### config.mk
export PLATFORM = sky130hd
export DESIGN_NAME = pipeline_flow_ctrl_flat
export DESIGN_NICKNAME = d
export VERILOG_FILES = /design/src/rtl/pipeline_flow_ctrl_if.sv /design/src/rtl/pipeline_flow_ctrl.sv /design/src/flat_wrapper.sv
export SDC_FILE = /design/constraint.sdc
export NUM_CORES = 1
export LEC_CHECK = 0
export ABC_AREA = 1
export CORE_ASPECT_RATIO = 2
export CORE_MARGIN = 1.5
export CORE_UTILIZATION = 48
export CTS_CLUSTER_SIZE = 40
export DETAILED_ROUTE_END_ITERATION = 6
export PLACE_DENSITY = 0.78
export SLEW_MARGIN = 5
export SYNTH_ARGS = -nofsm -noshare
export SYNTH_HDL_FRONTEND = slang
export SYNTH_SLANG_ARGS = --single-unit
### constraint.sdc
create_clock -name clk -period 1.6 [get_ports clk]
set_input_delay 0.24 -clock clk [delete_from_list [all_inputs] [get_ports clk]]
set_output_delay 0.24 -clock clk [all_outputs]
set_load 0.005 [all_outputs]
### src/rtl/pipeline_flow_ctrl_if.sv
// Handshake bundle between the pipeline datapath and its flow controller.
// The datapath (master) raises stall/redirect/exception requests and the
// controller (slave) answers with per-stage hold and invalidate strobes.
interface pipeline_flow_ctrl_if #(
    parameter int STAGES = 5
);
    logic [STAGES-1:0] stall_req_i;
    logic              redirect_i;
    logic              excp_i;
    logic [STAGES-1:0] stall_o;
    logic [STAGES-1:0] flush_o;
    logic              pc_invalid_o;

    modport master (
        output stall_req_i, redirect_i, excp_i,
        input  stall_o, flush_o, pc_invalid_o
    );

    modport slave (
        input  stall_req_i, redirect_i, excp_i,
        output stall_o, flush_o, pc_invalid_o
    );
endinterface

### src/rtl/pipeline_flow_ctrl.sv
// Pipeline hazard/flow controller: turns per-stage stall requests, branch
// redirects and exception commits into per-stage hold (stall) and
// invalidate (flush) strobes, with a small FSM that keeps killing wrong-path
// fetches after a redirect and fully flushes the pipe after an exception.
module pipeline_flow_ctrl #(
    parameter int STAGES      = 5,
    parameter int BR_STAGE    = 1,
    parameter int BR_SHADOW   = 1,
    parameter int EXCP_CYCLES = 2,
    parameter int PERF_W      = 32
) (
    input  logic                  clk,
    input  logic                  rst_n,
    pipeline_flow_ctrl_if.slave   bus,
    output logic [1:0]            state_o,
    output logic [PERF_W-1:0]     perf_stall_cnt_o
);

    typedef enum logic [1:0] {
        ST_IDLE   = 2'd0,
        ST_SHADOW = 2'd1,
        ST_EXCP   = 2'd2
    } state_t;

    state_t            r_state;
    logic [2:0]        r_shadow_cnt;
    logic [2:0]        r_excp_cnt;
    logic [PERF_W-1:0] r_perf;

    logic [STAGES-1:0] w_stall_base;
    logic [STAGES-1:0] w_bubble;
    logic [STAGES-1:0] w_stall;
    logic [STAGES-1:0] w_flush;
    logic              w_pc_invalid;
    logic              w_excp_mode;
    logic              w_eff_redirect;

    // Combinational strobe generation: stall fan-in, bubbles, redirect and flush overlays.
    always_comb begin
        // NOTE: every always_comb output gets a default first so no path can infer a latch.
        w_stall_base   = '0;
        w_bubble       = '0;
        w_stall        = '0;
        w_flush        = '0;
        w_pc_invalid   = 1'b0;

        // A stalled stage k forces every younger-indexed stage to hold too.
        for (int j = 0; j < STAGES; j++) begin
            w_stall_base[j] = |(bus.stall_req_i >> j);
        end
        // The stage just past the highest stalled one receives a bubble.
        for (int j = 1; j < STAGES; j++) begin
            w_bubble[j] = w_stall_base[j-1] & ~w_stall_base[j];
        end

        w_excp_mode    = bus.excp_i | (r_state == ST_EXCP);
        w_eff_redirect = bus.redirect_i & ~w_stall_base[BR_STAGE] & ~w_excp_mode;

        if (w_excp_mode) begin
            w_stall = '0;
            w_flush = '1;
        end else begin
            w_stall = w_stall_base;
            w_flush = w_bubble;
            if (w_eff_redirect) begin
                for (int j = 0; j < BR_STAGE; j++) begin
                    w_flush[j] = 1'b1;
                end
            end
            if (r_state == ST_SHADOW) begin
                w_flush[BR_STAGE-1] = 1'b1;
            end
        end
        w_pc_invalid = bus.excp_i | w_eff_redirect;

        // Outputs are quiet while reset is held, whatever the inputs do.
        if (!rst_n) begin
            w_stall      = '0;
            w_flush      = '0;
            w_pc_invalid = 1'b0;
        end
    end

    assign bus.stall_o      = w_stall;
    assign bus.flush_o      = w_flush;
    assign bus.pc_invalid_o = w_pc_invalid;

    // FSM: exception flush window, wrong-path shadow window, idle.
    always_ff @(posedge clk or negedge rst_n) begin
        // NOTE: async reset clears state immediately; sequential state uses <= only.
        if (!rst_n) begin
            r_state      <= ST_IDLE;
            r_shadow_cnt <= '0;
            r_excp_cnt   <= '0;
        end else if (bus.excp_i) begin
            r_state      <= ST_EXCP;
            r_excp_cnt   <= 3'(EXCP_CYCLES - 1);
            r_shadow_cnt <= '0;
        end else begin
            case (r_state)
                ST_EXCP: begin
                    if (r_excp_cnt == '0) begin
                        r_state <= ST_IDLE;
                    end else begin
                        r_excp_cnt <= r_excp_cnt - 3'd1;
                    end
                end
                ST_SHADOW: begin
                    if (w_eff_redirect) begin
                        r_shadow_cnt <= 3'(BR_SHADOW);
                    end else if (!w_stall[BR_STAGE-1]) begin
                        if (r_shadow_cnt <= 3'd1) begin
                            r_state      <= ST_IDLE;
                            r_shadow_cnt <= '0;
                        end else begin
                            r_shadow_cnt <= r_shadow_cnt - 3'd1;
                        end
                    end
                end
                ST_IDLE: begin
                    if (w_eff_redirect && BR_SHADOW > 0) begin
                        r_state      <= ST_SHADOW;
                        r_shadow_cnt <= 3'(BR_SHADOW);
                    end
                end
                default: begin
                    r_state      <= ST_IDLE;
                    r_shadow_cnt <= '0;
                    r_excp_cnt   <= '0;
                end
            endcase
        end
    end

    // Saturating count of cycles in which any stage is held.
    always_ff @(posedge clk or negedge rst_n) begin
        if (!rst_n) begin
            r_perf <= '0;
        end else if (|w_stall && !(&r_perf)) begin
            r_perf <= r_perf + 1'b1;
        end
    end

    assign state_o          = r_state;
    assign perf_stall_cnt_o = r_perf;

endmodule

### src/flat_wrapper.sv
// flat-port wrapper written by rule: the top's interface ports become plain ports
module pipeline_flow_ctrl_flat 
#(
    parameter int STAGES      = 5,
    parameter int BR_STAGE    = 1,
    parameter int BR_SHADOW   = 1,
    parameter int EXCP_CYCLES = 2,
    parameter int PERF_W      = 32
)
  (clk, rst_n, state_o, perf_stall_cnt_o, bus_stall_req_i, bus_redirect_i, bus_excp_i, bus_stall_o, bus_flush_o, bus_pc_invalid_o);
  pipeline_flow_ctrl_if #(.STAGES(STAGES)) bus_i ();
  input  logic clk;
  input  logic rst_n;
  output logic [1:0] state_o;
  output logic [PERF_W-1:0] perf_stall_cnt_o;
  input wire logic [$bits(bus_i.stall_req_i)-1:0] bus_stall_req_i;
  input wire logic [$bits(bus_i.redirect_i)-1:0] bus_redirect_i;
  input wire logic [$bits(bus_i.excp_i)-1:0] bus_excp_i;
  output wire logic [$bits(bus_i.stall_o)-1:0] bus_stall_o;
  output wire logic [$bits(bus_i.flush_o)-1:0] bus_flush_o;
  output wire logic [$bits(bus_i.pc_invalid_o)-1:0] bus_pc_invalid_o;
  assign bus_i.stall_req_i = bus_stall_req_i;
  assign bus_i.redirect_i = bus_redirect_i;
  assign bus_i.excp_i = bus_excp_i;
  assign bus_stall_o = bus_i.stall_o;
  assign bus_flush_o = bus_i.flush_o;
  assign bus_pc_invalid_o = bus_i.pc_invalid_o;
  pipeline_flow_ctrl #(.STAGES(STAGES), .BR_STAGE(BR_STAGE), .BR_SHADOW(BR_SHADOW), .EXCP_CYCLES(EXCP_CYCLES), .PERF_W(PERF_W)) u_core (.clk(clk), .rst_n(rst_n), .bus(bus_i), .state_o(state_o), .perf_stall_cnt_o(perf_stall_cnt_o));
endmodule
# Yosys cells after proc, flatten, opt, wreduce, memory -nomap -nowiden
# Cells that the tools add are included.
[totals]
register_bits = 40
word_cells = 69
in_bits = 9
out_inout_bits = 45
[op_classes]
magnitude_cmp = 1
n_eq_ne = 11
mux = 23
reduce_logical = 14
bitwise = 13
n_addsub = 3
[op_table]
columns = ["cell", "count"]
rows = [
  ["32-bit by 1-bit adder with 32-bit output (second input constant)", 1],
  ["32-bit AND reduction", 1],
  ["3-bit 2-to-1 mux", 7],
  ["5-bit 2-to-1 mux", 4],
  ["3-bit inequality test (second input constant)", 5],
  ["2-bit 2-to-1 mux", 6],
  ["5-bit OR reduction", 2],
  ["3-bit case mux with 3 select lines", 1],
  ["1-bit bitwise AND", 6],
  ["2-bit case mux with 3 select lines", 1],
  ["3-bit case mux with 2 select lines", 1],
  ["3-bit by 1-bit subtractor with 3-bit output (second input constant)", 2],
  ["1-bit NOT", 5],
  ["5-bit AND reduction", 1],
  ["4-bit by 3-bit inequality test with 1-bit output (second input constant)", 1],
  ["2-bit OR reduction", 2],
  ["4-bit OR reduction", 1],
  ["3-bit by 1-bit <= comparator with 1-bit output (second input constant)", 1],
  ["3-bit zero test", 1],
  ["1-bit 2-to-1 mux", 3],
  ["3-bit by 2-bit inequality test with 1-bit output (second input constant)", 1],
  ["3-bit AND reduction", 1],
  ["3-bit OR reduction", 1],
  ["2-bit by 1-bit == test with 1-bit output (second input constant)", 1],
  ["8 further kinds", 9],
]

# Longest topological paths before layout
# Gate-level depths: netlist of the first run.
[depth]
word_depth = 8
depth_mapped = 12
ltp_nobuf = 10

# Worst setup path before layout of the first run
# OpenSTA, ideal clock, no wires.
[synth_path]
path_type = "reg-to-reg"
startpoint = "register u_core.r_perf[0] (netlist: u_core.perf_stall_cnt_o[0])"
endpoint = "register u_core.r_perf[23] (netlist: u_core.perf_stall_cnt_o[23])"
stages_incl_launch_ff = 13
n_path_buf = 2
t_arrival_ns = 1.639
period_less_slack_ns = 1.755
path_slack_ns = -0.155
setup_time_ns = 0.116
required_time_ns = 1.484
cell_sequence = "dfrtp_1 ha_1 nand3_2 inv_2 nand2_2 nor2_4 nand2_2 nand2_4 inv_2 buf_6 buf_6 nand2_1 nand2_1"
[synth_via]
elab_chain_len = 3
elab_cells_between_ends = 4
classes_between = "add/sub: 1; reduce/logical: 3"
[synth_lines]
columns = ["element", "line_no", "source"]
rows = [
  ["from (decl)", "pipeline_flow_ctrl.sv:28", "logic [PERF_W-1:0] r_perf;"],
  ["from (signal assigned)", "pipeline_flow_ctrl.sv:140", "r_perf <= r_perf + 1'b1;"],
  ["branches (longest 3 deep; another with 32-bit by 1-bit adder with 32-bit output)", "n/a", ""],
]
# Several ways; the timed one is not identified.
# A chain may end at the register's enable or synchronous reset.

# Worst setup path after layout of the first run
[layout_path]
startpoint = "register u_core.r_state[1] (netlist: u_core.state_o[1])"
endpoint = "output port bus_flush_o[0]"
[layout_via]
elab_chain_len = 8
elab_cells_between_ends = 9
classes_between = "eq/ne: 2; mux: 4; bitwise: 3"
[layout_lines]
columns = ["element", "line_no", "source"]
rows = [
  ["from (decl)", "pipeline_flow_ctrl.sv:25", "state_t r_state;"],
  ["from (signal assigned)", "pipeline_flow_ctrl.sv:92", "r_state <= ST_IDLE;"],
  ["from (signal assigned)", "pipeline_flow_ctrl.sv:96", "r_state <= ST_EXCP;"],
  ["from (signal assigned)", "pipeline_flow_ctrl.sv:103", "r_state <= ST_IDLE;"],
  ["2-bit == test", "pipeline_flow_ctrl.sv:56", "w_excp_mode = bus.excp_i | (r_state == ST_EXCP);"],
  ["1-bit OR", "pipeline_flow_ctrl.sv:56", ""],
  ["1-bit NOT", "pipeline_flow_ctrl.sv:57", "w_eff_redirect = bus.redirect_i & ~w_stall_base[BR_STAGE] & ~w_excp_mode;"],
  ["1-bit bitwise AND", "pipeline_flow_ctrl.sv:57", ""],
  ["1-bit 2-to-1 mux", "pipeline_flow_ctrl.sv:65", "if (w_eff_redirect) begin"],
  ["1-bit 2-to-1 mux", "pipeline_flow_ctrl.sv:70", "if (r_state == ST_SHADOW) begin"],
  ["5-bit 2-to-1 mux *", "pipeline_flow_ctrl.sv:59", "if (w_excp_mode) begin"],
  ["5-bit 2-to-1 mux *", "pipeline_flow_ctrl.sv:77", "if (!rst_n) begin"],
  ["to (decl)", "flat_wrapper.sv:20", "output wire logic [$bits(bus_i.flush_o)-1:0] bus_flush_o;"],
]
# Mark *: on every way between the ends. The rest lies on a longest branch, timed or not.

==> results of run 1 <==
-- registers in the layout, indices dropped and copies added (netlist names) --
name	flops
u_core.perf_stall_cnt_o	32
u_core.r_excp_cnt	3
u_core.r_shadow_cnt	3
u_core.state_o	2
-- power groups by stage --
stage | registers [mW] | logic, mW | clock network (mW)
2_1_floorplan | 1.25 | 0.600 | 0
3_3_place_gp | 1.23 | 1.23 | 0
3_5_place_dp | 1.24 | 1.26 | 0
4_1_cts | 1.22 | 1.41 | 1.03
5_1_grt | 1.24 | 1.72 | 1.06
6_report | 1.23 | 1.58 | 1.02
-- routing by layer --
metal | vias up | share of wire, %
met5 | - | 0
met1 | 1613 | 33
met3 | 40 | 4.5
met4 | 0 | 5.5
li1 | 1675 | -
met2 | 132 | 57
-- cell type report --
cell class | instances | area, µm² | share of cell area (%)
Tap cell | 61 | 76.3 | 1.79
Clock buffer | 8 | 146 | 3.43
Timing Repair Buffer | 133 | 1090 | 25.5
Sequential cell | 40 | 1010 | 23.6
Multi-Input combinational cell | 373 | 1750 | 41.1
Inverter | 48 | 195 | 4.58
-- cells in the mapped netlist, types with 2 or more instances --
cell / instances
nand2_1: 230
nor2_1: 75
inv_1: 45
dfrtp_1: 40
nand3_1: 21
o21ai_0: 10
xor2_1: 8
ha_1: 5
xnor2_1: 5
buf_2: 4
a21oi_1: 3
inv_2: 3
nand4_1: 3
buf_6: 2
nand2_2: 2
nor2_2: 2
nor2_4: 2
-- worst min path at each step --
| stage | slack, ps | endpoint |
|---|---|---|
| floorplan | -60 | u_core.perf_stall_cnt_o[0] |
| global placement | 240 | u_core.r_shadow_cnt[2] |
| CTS | 80 | u_core.perf_stall_cnt_o[27] |
| detailed placement | 250 | u_core.r_shadow_cnt[2] |
| global route | 100 | u_core.perf_stall_cnt_o[27] |
| finish | 70 | u_core.perf_stall_cnt_o[27] |
-- what timing repair did --
item	in CTS	in global routing
buffers inserted	19	7
endpoints found under the setup margin	42	50
pin swaps	13	12
hold endpoints to repair	19	0
hold buffers	1	0
resized for setup	74	41
-- metrics by stage --
stage	setup slack [ps]	hold WS, ps	power [mW]	TNS (ps)
3_3_place_gp	-414	237	2.46	-15500
5_1_grt	-92.4	102	4.02	-730
6_report	-32.0	72.0	3.83	-36.8
4_1_cts	-46.5	82.5	3.67	-46.5
3_5_place_dp	-481	246	2.50	-17620
2_1_floorplan	7.67	-55.6	1.85	0
-- worst register-to-register path, stage by stage (launching register included) --
cell,delay (ps)
dfrtp_1,410
buf_4,160
inv_2,90
nand2_1,160
nor2_1,230
nand2_4,90
buf_4,140
nand4_1,110
nand2_1,70
-- cell usage in the layout (no fill, tap or decap), drive strengths merged, types with 2 or more instances in the layout --
| cell | synthesis | layout |
|---|---|---|
| clkbuf | 0 | 10 |
| xnor2 | 5 | 5 |
| o21ai | 10 | 10 |
| dfrtp | 40 | 40 |
| ha | 5 | 5 |
| xor2 | 8 | 8 |
| nand2 | 233 | 233 |
| a21oi | 3 | 3 |
| nand4 | 3 | 3 |
| inv | 48 | 48 |
| clkdlybuf4s50 | 0 | 35 |
| nand3 | 22 | 22 |
| clkdlybuf4s15 | 0 | 2 |
| buf | 6 | 92 |
| nor2 | 79 | 79 |
-- cells by family (layout without fill, tap and decap cells) --
group	Yosys count	count (layout)	synth area share (%)
AND/OR/NAND/NOR	339	339	47.6
AO/OA/AOI/OAI	16	16	3.05
buffers and inverters	54	189	7.86
adder cells (fa/ha/maj)	5	5	2.21
XOR/XNOR	13	13	4.02
flip-flops	40	40	35.3
==> metrics.txt, run 1 <==
Yosys top cell area share 35.3%; design area 4260 µm²; Final Hold Fails 0; clock root buffer clkbuf_16; Die W 57.3 µm; antenna violations before repair 0; Setup Skew 4.37 ps; Post-Synthesis Cell Area 2840 µm²; syn nets 481; Critical Path AT 1390 ps; Finished Core Util 74.7%; IO Port Bufs 53; Register-to-Register Path Depth 8; max-slew violations 0; clock net sink count 40; CTS H-tree depth 2; switch share 35.3%; sequential power share 32.1%; Iter 0 DRT Violations 147; Crit Reg-Reg Startpoint u_core.state_o[1]; Die Height 112 µm; Comb power frac 41.2%; first-pass GRT wire length 15,600 µm; Worst path top cell family by delay flip-flops; Post-route DRC 0; setup violators final 3; area of the die 6400 µm²; dpl cells 632; share of layout cells above drive strength 1 25.6%; Cell Rows 39; GR Util met3 4.41%; min Tclk post-route 1630 ps; Setup crit start u_core.state_o[1]; slowest stage delay, CP 410 ps; syn avg cell area 6.07 µm²; Antenna Nets Post-Route 0; area added between synthesis and finish 50.4%; VDD IR max 943 µV; Max-slew headroom 70.6%; Top Ports 54; largest net degree at the start of global routing 30; vias in the first global route 3,626; Vias 3,460; gpl congestion 0.967; Post-synth EDFFs 0; Max-Cap Viols 0; Net Switching 1.35 mW; worst slew pin tran 436 ps; Syn. warnings 0; drt first pass iters 5; worst min path class in -> async; flop2flop setup slack 30 ps; area leader, netlist dfrtp_1; synthesized instance count 467; slowest CP cell dfrtp_1; sequential share of the synthesized area 35.3%; M2 GR Usage 55.6%; unrepaired setup endpoints after global routing true; clock share of power 26.7%; Layout Cells excl Fill 663; total internal power 2.48 mW; Startpoint Class register; Static Leak 2.10 nW; core footprint 5710 µm²; Yosys cell types 24; TritonCTS clock tree yes; post-DP HPWL 6900 µm; WS Path Type reg -> out; critical path fanouts, max 4; antenna cells 0; critical-path cell list buf_4 -> inv_2 -> nand2_2 -> a31oi_4 -> buf_2; Pwr Density 898 nW/µm²; grt met1 use 30.2%; fmax 613 MHz; status finished with violations; crit share post-route 102%; Worst-Skew Late Latency 290 ps; CP endpoint bus_flush_o[0]; flops & latches, synth 40; clk buf depth 2; FFs w/ async S/R, synth 100%; # fillers 435; reg2reg end u_core.state_o[0]; Initial Util 49.7%; Critical Path RT 1360 ps; clock slew at reported path FFs 60 ps; grt total ovfl 0; Crit path buffers/inverters 3; nets@finish 615; synth top area cells dfrtp_1 35%, nand2_1 30%, nor2_1 9.9%; routed vias/inst 5.22; GRT busiest layer met2; critical path capture point type primary output; final wirelength 9910 µm; Primary FF master, synth dfrtp_1; slack of the critical path -32.0 ps; CP Depth 5; GRT Overall Usage 31.0%; CTS buffer count 5; per-cell routed wire length 14.9 µm; failing checks negative setup slack; Post-Place Cell Area 3840 µm²
(Power assumes the default switching activity.)
==> run 2: changes to the inputs <==
TNS_END_PERCENT = 5   (was default)
==> run 2 against run 1 <==
  * The run still ends with negative setup slack left
  * Global-route usage grew 0.12 points
  * Design area grew 0.59%
  * Clock skew shrank 0.86 ps
  * First-iteration DRC count grew 35%
  * Critical path type unchanged
  * Highest routed layer unchanged
==> metrics.txt, run 2 (same netlist as run 1, synthesis figures left out) <==
status finished with violations (unchanged); failing checks negative setup slack (unchanged); critical path fanouts, max 6 (was 4); WS Path Type reg -> out (unchanged); min Tclk post-route 1660 ps (was 1630 ps); Critical Path AT 1420 ps (was 1390 ps); Setup Skew 3.51 ps (was 4.37 ps); unrepaired setup endpoints after global routing true (unchanged); post-DP HPWL 6900 µm (unchanged); Iter 0 DRT Violations 199 (was 147); Static Leak 2.09 nW (was 2.10 nW); antenna cells 0 (unchanged); dpl cells 632 (unchanged); GR Util met3 4.30% (was 4.41%); CP most frequent cell nand2_4; Placement Setup Slack -481 ps (unchanged); Crit path buffers/inverters 4 (was 3); slowest CP cell dfrtp_1 (unchanged); Register-to-Register Path Depth 9 (was 8); drt first pass iters 4 (was 5); CTS buffer count 5 (unchanged); vias in the first global route 3,627 (was 3,626); area added between synthesis and finish 51.3% (was 50.4%); setup violators final 10 (was 3); GRT busiest layer met2 (unchanged); crit share post-route 104% (was 102%); worst min path class in -> async (unchanged); critical path capture point type primary output (unchanged); Startpoint Class register (unchanged); area of the die 6400 µm² (unchanged); share of layout cells above drive strength 1 25.8% (was 25.6%); max FFs per register 32 (unchanged); slowest stage delay, CP 400 ps (was 410 ps); Die Height 112 µm (unchanged); Max-slew headroom 73.0% (was 70.6%); GRT Overall Usage 31.1% (was 31.0%); per-cell routed wire length 15.5 µm (was 14.9 µm); Initial Util 49.7% (unchanged); Pwr Density 904 nW/µm² (was 898 nW/µm²); slack of the critical path -63.1 ps (was -32.0 ps); first-pass GRT wire length 15,600 µm (about the same); Finished Core Util 75.1% (was 74.7%); clock net sink count 40 (unchanged); Critical Path RT 1360 ps (about the same); M2 GR Usage 56.1% (was 55.6%); clock slew at reported path FFs 60 ps (about the same); worst slew pin tran 400 ps (was 436 ps); commonest non-fill, non-tap cell in the layout nand2_1 (unchanged); Worst path top cell family by delay buffers and inverters (was flip-flops); largest net degree at the start of global routing 30 (unchanged); grt met1 use 29.9% (was 30.2%); Antenna Nets Post-Route 0 (unchanged); Vias 3,528 (was 3,460); Die W 57.3 µm (unchanged); max-slew violations 0 (unchanged); CTS H-tree depth 2 (unchanged); Top Ports 54 (unchanged); grt total ovfl 0 (unchanged); gpl congestion 0.967 (unchanged); Final Hold Fails 0 (unchanged); nets@finish 613 (was 615); # fillers 429 (was 435); antenna violations before repair 0 (unchanged); critical-path cell list inv_2 -> nand2_4 -> nand2_4 -> buf_6 -> inv_8 -> a31oi_4 -> buf_2 (was buf_4 -> inv_2 -> nand2_2 -> a31oi_4 -> buf_2); TritonCTS clock tree yes (unchanged); fmax 601 MHz (was 613 MHz); Cell Rows 39 (unchanged); VDD IR max 837 µV (was 943 µV); clk buf depth 2 (unchanged); Layout Cells excl Fill 661 (was 663); setup TNS -233 ps (was -36.8 ps); Max-Cap Viols 0 (unchanged); final wirelength 10,200 µm (was 9910 µm); clock root buffer clkbuf_16 (unchanged); IO Port Bufs 53 (unchanged); Post-route DRC 0 (unchanged); core footprint 5710 µm² (unchanged); CP Depth 7 (was 5); Worst-Skew Late Latency 290 ps (about the same); most frequent cells in the layout 218 x nand2_1, 72 x buf_4, 60 x nor2_1 (was 218 x nand2_1, 74 x buf_4, 63 x nor2_1); routed vias/inst 5.34 (was 5.22)
[run 2: final timing paths]
path / to / slack, ps / from
min in group clk: u_core.r_excp_cnt[1] / 480 / u_core.r_excp_cnt[1]
setup / recovery: bus_flush_o[0] / -60 / u_core.state_o[0]
max in group asynchronous: u_core.perf_stall_cnt_o[5] / 890 / rst_n
hold / removal: u_core.perf_stall_cnt_o[27] / 80 / rst_n
setup reg to reg: u_core.r_shadow_cnt[2] / -30 / u_core.state_o[1]
hold reg to reg: u_core.r_excp_cnt[1] / 480 / u_core.r_excp_cnt[1]
[run 2: per-stage QoR]
stage                     total power, mW  hold WS (ps)  instance area (µm²)
final                                3.88          78.5                 4290
after CTS                            3.64          82.5                 4130
after floorplan                      1.85         -55.6                 2860
after global routing                 4.06           101                 4290
after global placement               2.46           237                 3840
after detailed placement             2.50           246                 3840
[run 2: worst min-delay path: cells and delay by family]
kind	cells	cell delay (ps)
buffers and inverters	3	510
[run 2: layout make-up]
cell class	count	area (µm²)	area share, %
well taps	61	76.3	1.78
flip-flops and latches	40	1010	23.5
inverters	48	198	4.61
multi-input cells	373	1780	41.4
clock buffers	8	146	3.41
repair buffers	131	1080	25.3
[run 2: where the power goes]
group          internal (mW)  switching [mW]  leakage [nW]
registers               1.12           0.115         0.538
logic                  0.737           0.880          1.48
clock network          0.622           0.403        0.0712
total                   2.48            1.40          2.09
[run 2: timing repair]
item,CTS,global route
resized for setup,75,47
buffers inserted,16,8
hold endpoints to repair,19,0
hold buffers,1,0
setup endpoints to repair,42,50
cloned,0,0
pin swaps,12,12
[run 2: routing by layer]
layer / share of wire, % / wire length (µm)
met3: 4.6 / 465
met4: 8.0 / 815
met5: 0 / 0
met1: 32 / 3310
met2: 55 / 5630
==> run 3: changes to the inputs <==
REMOVE_ABC_BUFFERS = 1   (was default)
==> run 3 against run 2 <==
  * The run still ends with negative setup slack left
  * Die area stayed put
  * Total power is 7.1% higher
  * Clock power is 43% higher
  * Flip-flop and latch count stayed put
  * Largest cell class unchanged
  * Sequential share of layout area is 0.12 points higher
  * Clock skew hardly changed
  * Final cell count is 0.91% lower
  * Hold slack better by 100 ps
  * Global-route usage is 1.3 points lower
  * Routed wire length is 9.4% lower
  * Register-to-register slack hardly changed
==> metrics.txt, run 3 (same netlist as run 1, synthesis figures left out) <==
status finished with violations (unchanged); failing checks negative setup slack (unchanged); Final Hold Fails 0 (unchanged); Die W 57.3 µm (unchanged); Die Height 112 µm (unchanged); Finished Core Util 74.4% (was 75.1%); # fillers 448 (was 429); critical path capture point type primary output (unchanged); area added between synthesis and finish 49.7% (was 51.3%); CTS H-tree depth 2 (unchanged); VDD IR max 1200 µV (was 837 µV); area of the die 6400 µm² (unchanged); most frequent cells in the layout 223 x nand2_1, 69 x nor2_1, 65 x buf_4 (was 218 x nand2_1, 72 x buf_4, 60 x nor2_1); clock root buffer clkbuf_16 (unchanged); dpl cells 633 (was 632); share of layout cells above drive strength 1 21.2% (was 25.8%); gpl congestion 0.984 (was 0.967); Setup Skew 3.45 ps (was 3.51 ps); clk buf depth 2 (unchanged); max-slew violations 0 (unchanged); GRT Overall Usage 29.8% (was 31.1%); WS Path Type reg -> out (unchanged); antenna cells 0 (unchanged); clock slew at reported path FFs 60 ps (about the same); Layout Cells excl Fill 655 (was 661); Vias 3,374 (was 3,528); TritonCTS clock tree yes (unchanged); fmax 597 MHz (was 601 MHz); core footprint 5710 µm² (unchanged); Post-Place Cell Area 3830 µm² (was 3840 µm²); slack of the critical path -75.1 ps (was -63.1 ps); IO Port Bufs 53 (unchanged); Startpoint Class register (unchanged); CTS buffer count 5 (unchanged); Cell Rows 39 (unchanged); worst slew pin tran 535 ps (was 400 ps); per-cell routed wire length 14.1 µm (was 15.5 µm); routed vias/inst 5.15 (was 5.34); worst min path class in -> async (unchanged); post-DP HPWL 6680 µm (was 6900 µm); Iter 0 DRT Violations 137 (was 199); Top Ports 54 (unchanged); critical-path cell list nand2_4 -> nand2_4 -> buf_12 -> nor2_4 -> inv_4 -> nor2_4 -> buf_2 (was inv_2 -> nand2_4 -> nand2_4 -> buf_6 -> inv_8 -> a31oi_4 -> buf_2); antenna violations before repair 0 (unchanged); slowest CP cell dfrtp_1 (unchanged); Critical Path AT 1440 ps (was 1420 ps); clock net sink count 40 (unchanged); commonest non-fill, non-tap cell in the layout nand2_1 (unchanged); Static Leak 2.17 nW (was 2.09 nW); slowest stage delay, CP 410 ps (was 400 ps); Worst-Skew Late Latency 290 ps (about the same); Post-route DRC 0 (unchanged); Critical Path RT 1360 ps (about the same); drt first pass iters 4 (unchanged); setup violators final 35 (was 10); critical path fanouts, max 5 (was 6); Initial Util 49.7% (unchanged); first-pass GRT wire length 14,700 µm (was 15,600 µm); design area 4250 µm² (was 4290 µm²); Antenna Nets Post-Route 0 (unchanged); max FFs per register 32 (unchanged); hold_buf cts 0 (was 1); Pwr Density 978 nW/µm² (was 904 nW/µm²); final wirelength 9260 µm (was 10,200 µm); min Tclk post-route 1680 ps (was 1660 ps); Max-Cap Viols 0 (unchanged); largest net degree at the start of global routing 41 (was 30); Max-slew headroom 64.3% (was 73.0%); nets@finish 607 (was 613); grt total ovfl 0 (unchanged); unrepaired setup endpoints after global routing true (unchanged); vias in the first global route 3,362 (was 3,627); setup TNS -859 ps (was -233 ps); total power 4.15 mW (was 3.88 mW); crit share post-route 105% (was 104%)
[run 3: area by class of cell]
class                      count  area (µm²)  area share, %
clock buffer                   5         125           2.95
timing repair buffer         125        1060           25.0
tap                           61        76.3           1.80
multi-input combinational    373        1700           39.9
clock inverter                 3        90.1           2.12
inverter                      48         195           4.60
sequential                    40        1000           23.6
[run 3: repair_timing]
item                                    CTS  global route
buffers inserted                         10             7
pin swaps                                 7            11
endpoints found under the setup margin   44            49
resized for setup                        31            59
[run 3: path summary, 6_finish.rpt]
| path | from | to | slack (ps) | cells past startpoint |
|---|---|---|---|---|
| max in group asynchronous | rst_n | u_core.perf_stall_cnt_o[3] | 1030 | 3 |
| worst max-delay path | u_core.state_o[1] | bus_stall_o[0] | -80 | 7 |
| worst max register to register | u_core.state_o[1] | u_core.perf_stall_cnt_o[19] | -40 | 11 |
| worst min-delay path | rst_n | u_core.perf_stall_cnt_o[10] | 180 | 3 |
| worst min register to register | u_core.r_excp_cnt[1] | u_core.r_excp_cnt[1] | 480 | 2 |
| min in group clk | u_core.r_excp_cnt[1] | u_core.r_excp_cnt[1] | 480 | 2 |
[run 3: through the flow]
stage | hold slack, ps | worst slack, ps
6_report | 180 | -75.1
4_1_cts | 194 | -159
5_1_grt | 216 | -139
3_3_place_gp | 464 | -493
3_5_place_dp | 474 | -527
2_1_floorplan | -55.6 | -260
[run 3: metal layers]
layer	share of wire [%]	global-route usage [%]	vias up
li1	-	-	1668
met1	34	26.2	1539
met2	55	56.4	119
met3	4.0	4.30	48
met4	7.6	22.6	0
met5	0	0	-
[run 3: report_power, final]
group | leakage (nW) | total [mW] | switching (mW) | internal [mW]
Combinational | 1.52 | 1.49 | 0.781 | 0.707
Sequential | 0.544 | 1.20 | 0.0830 | 1.11
Clock | 0.104 | 1.47 | 0.417 | 1.05
Total | 2.17 | 4.15 | 1.28 | 2.87
[run 3: critical path: cells and delay by family (launching register included)]
family	cells	cell delay [ps]
AND/OR/NAND/NOR	4	400
buffers and inverters	3	330
flip-flops	1	410
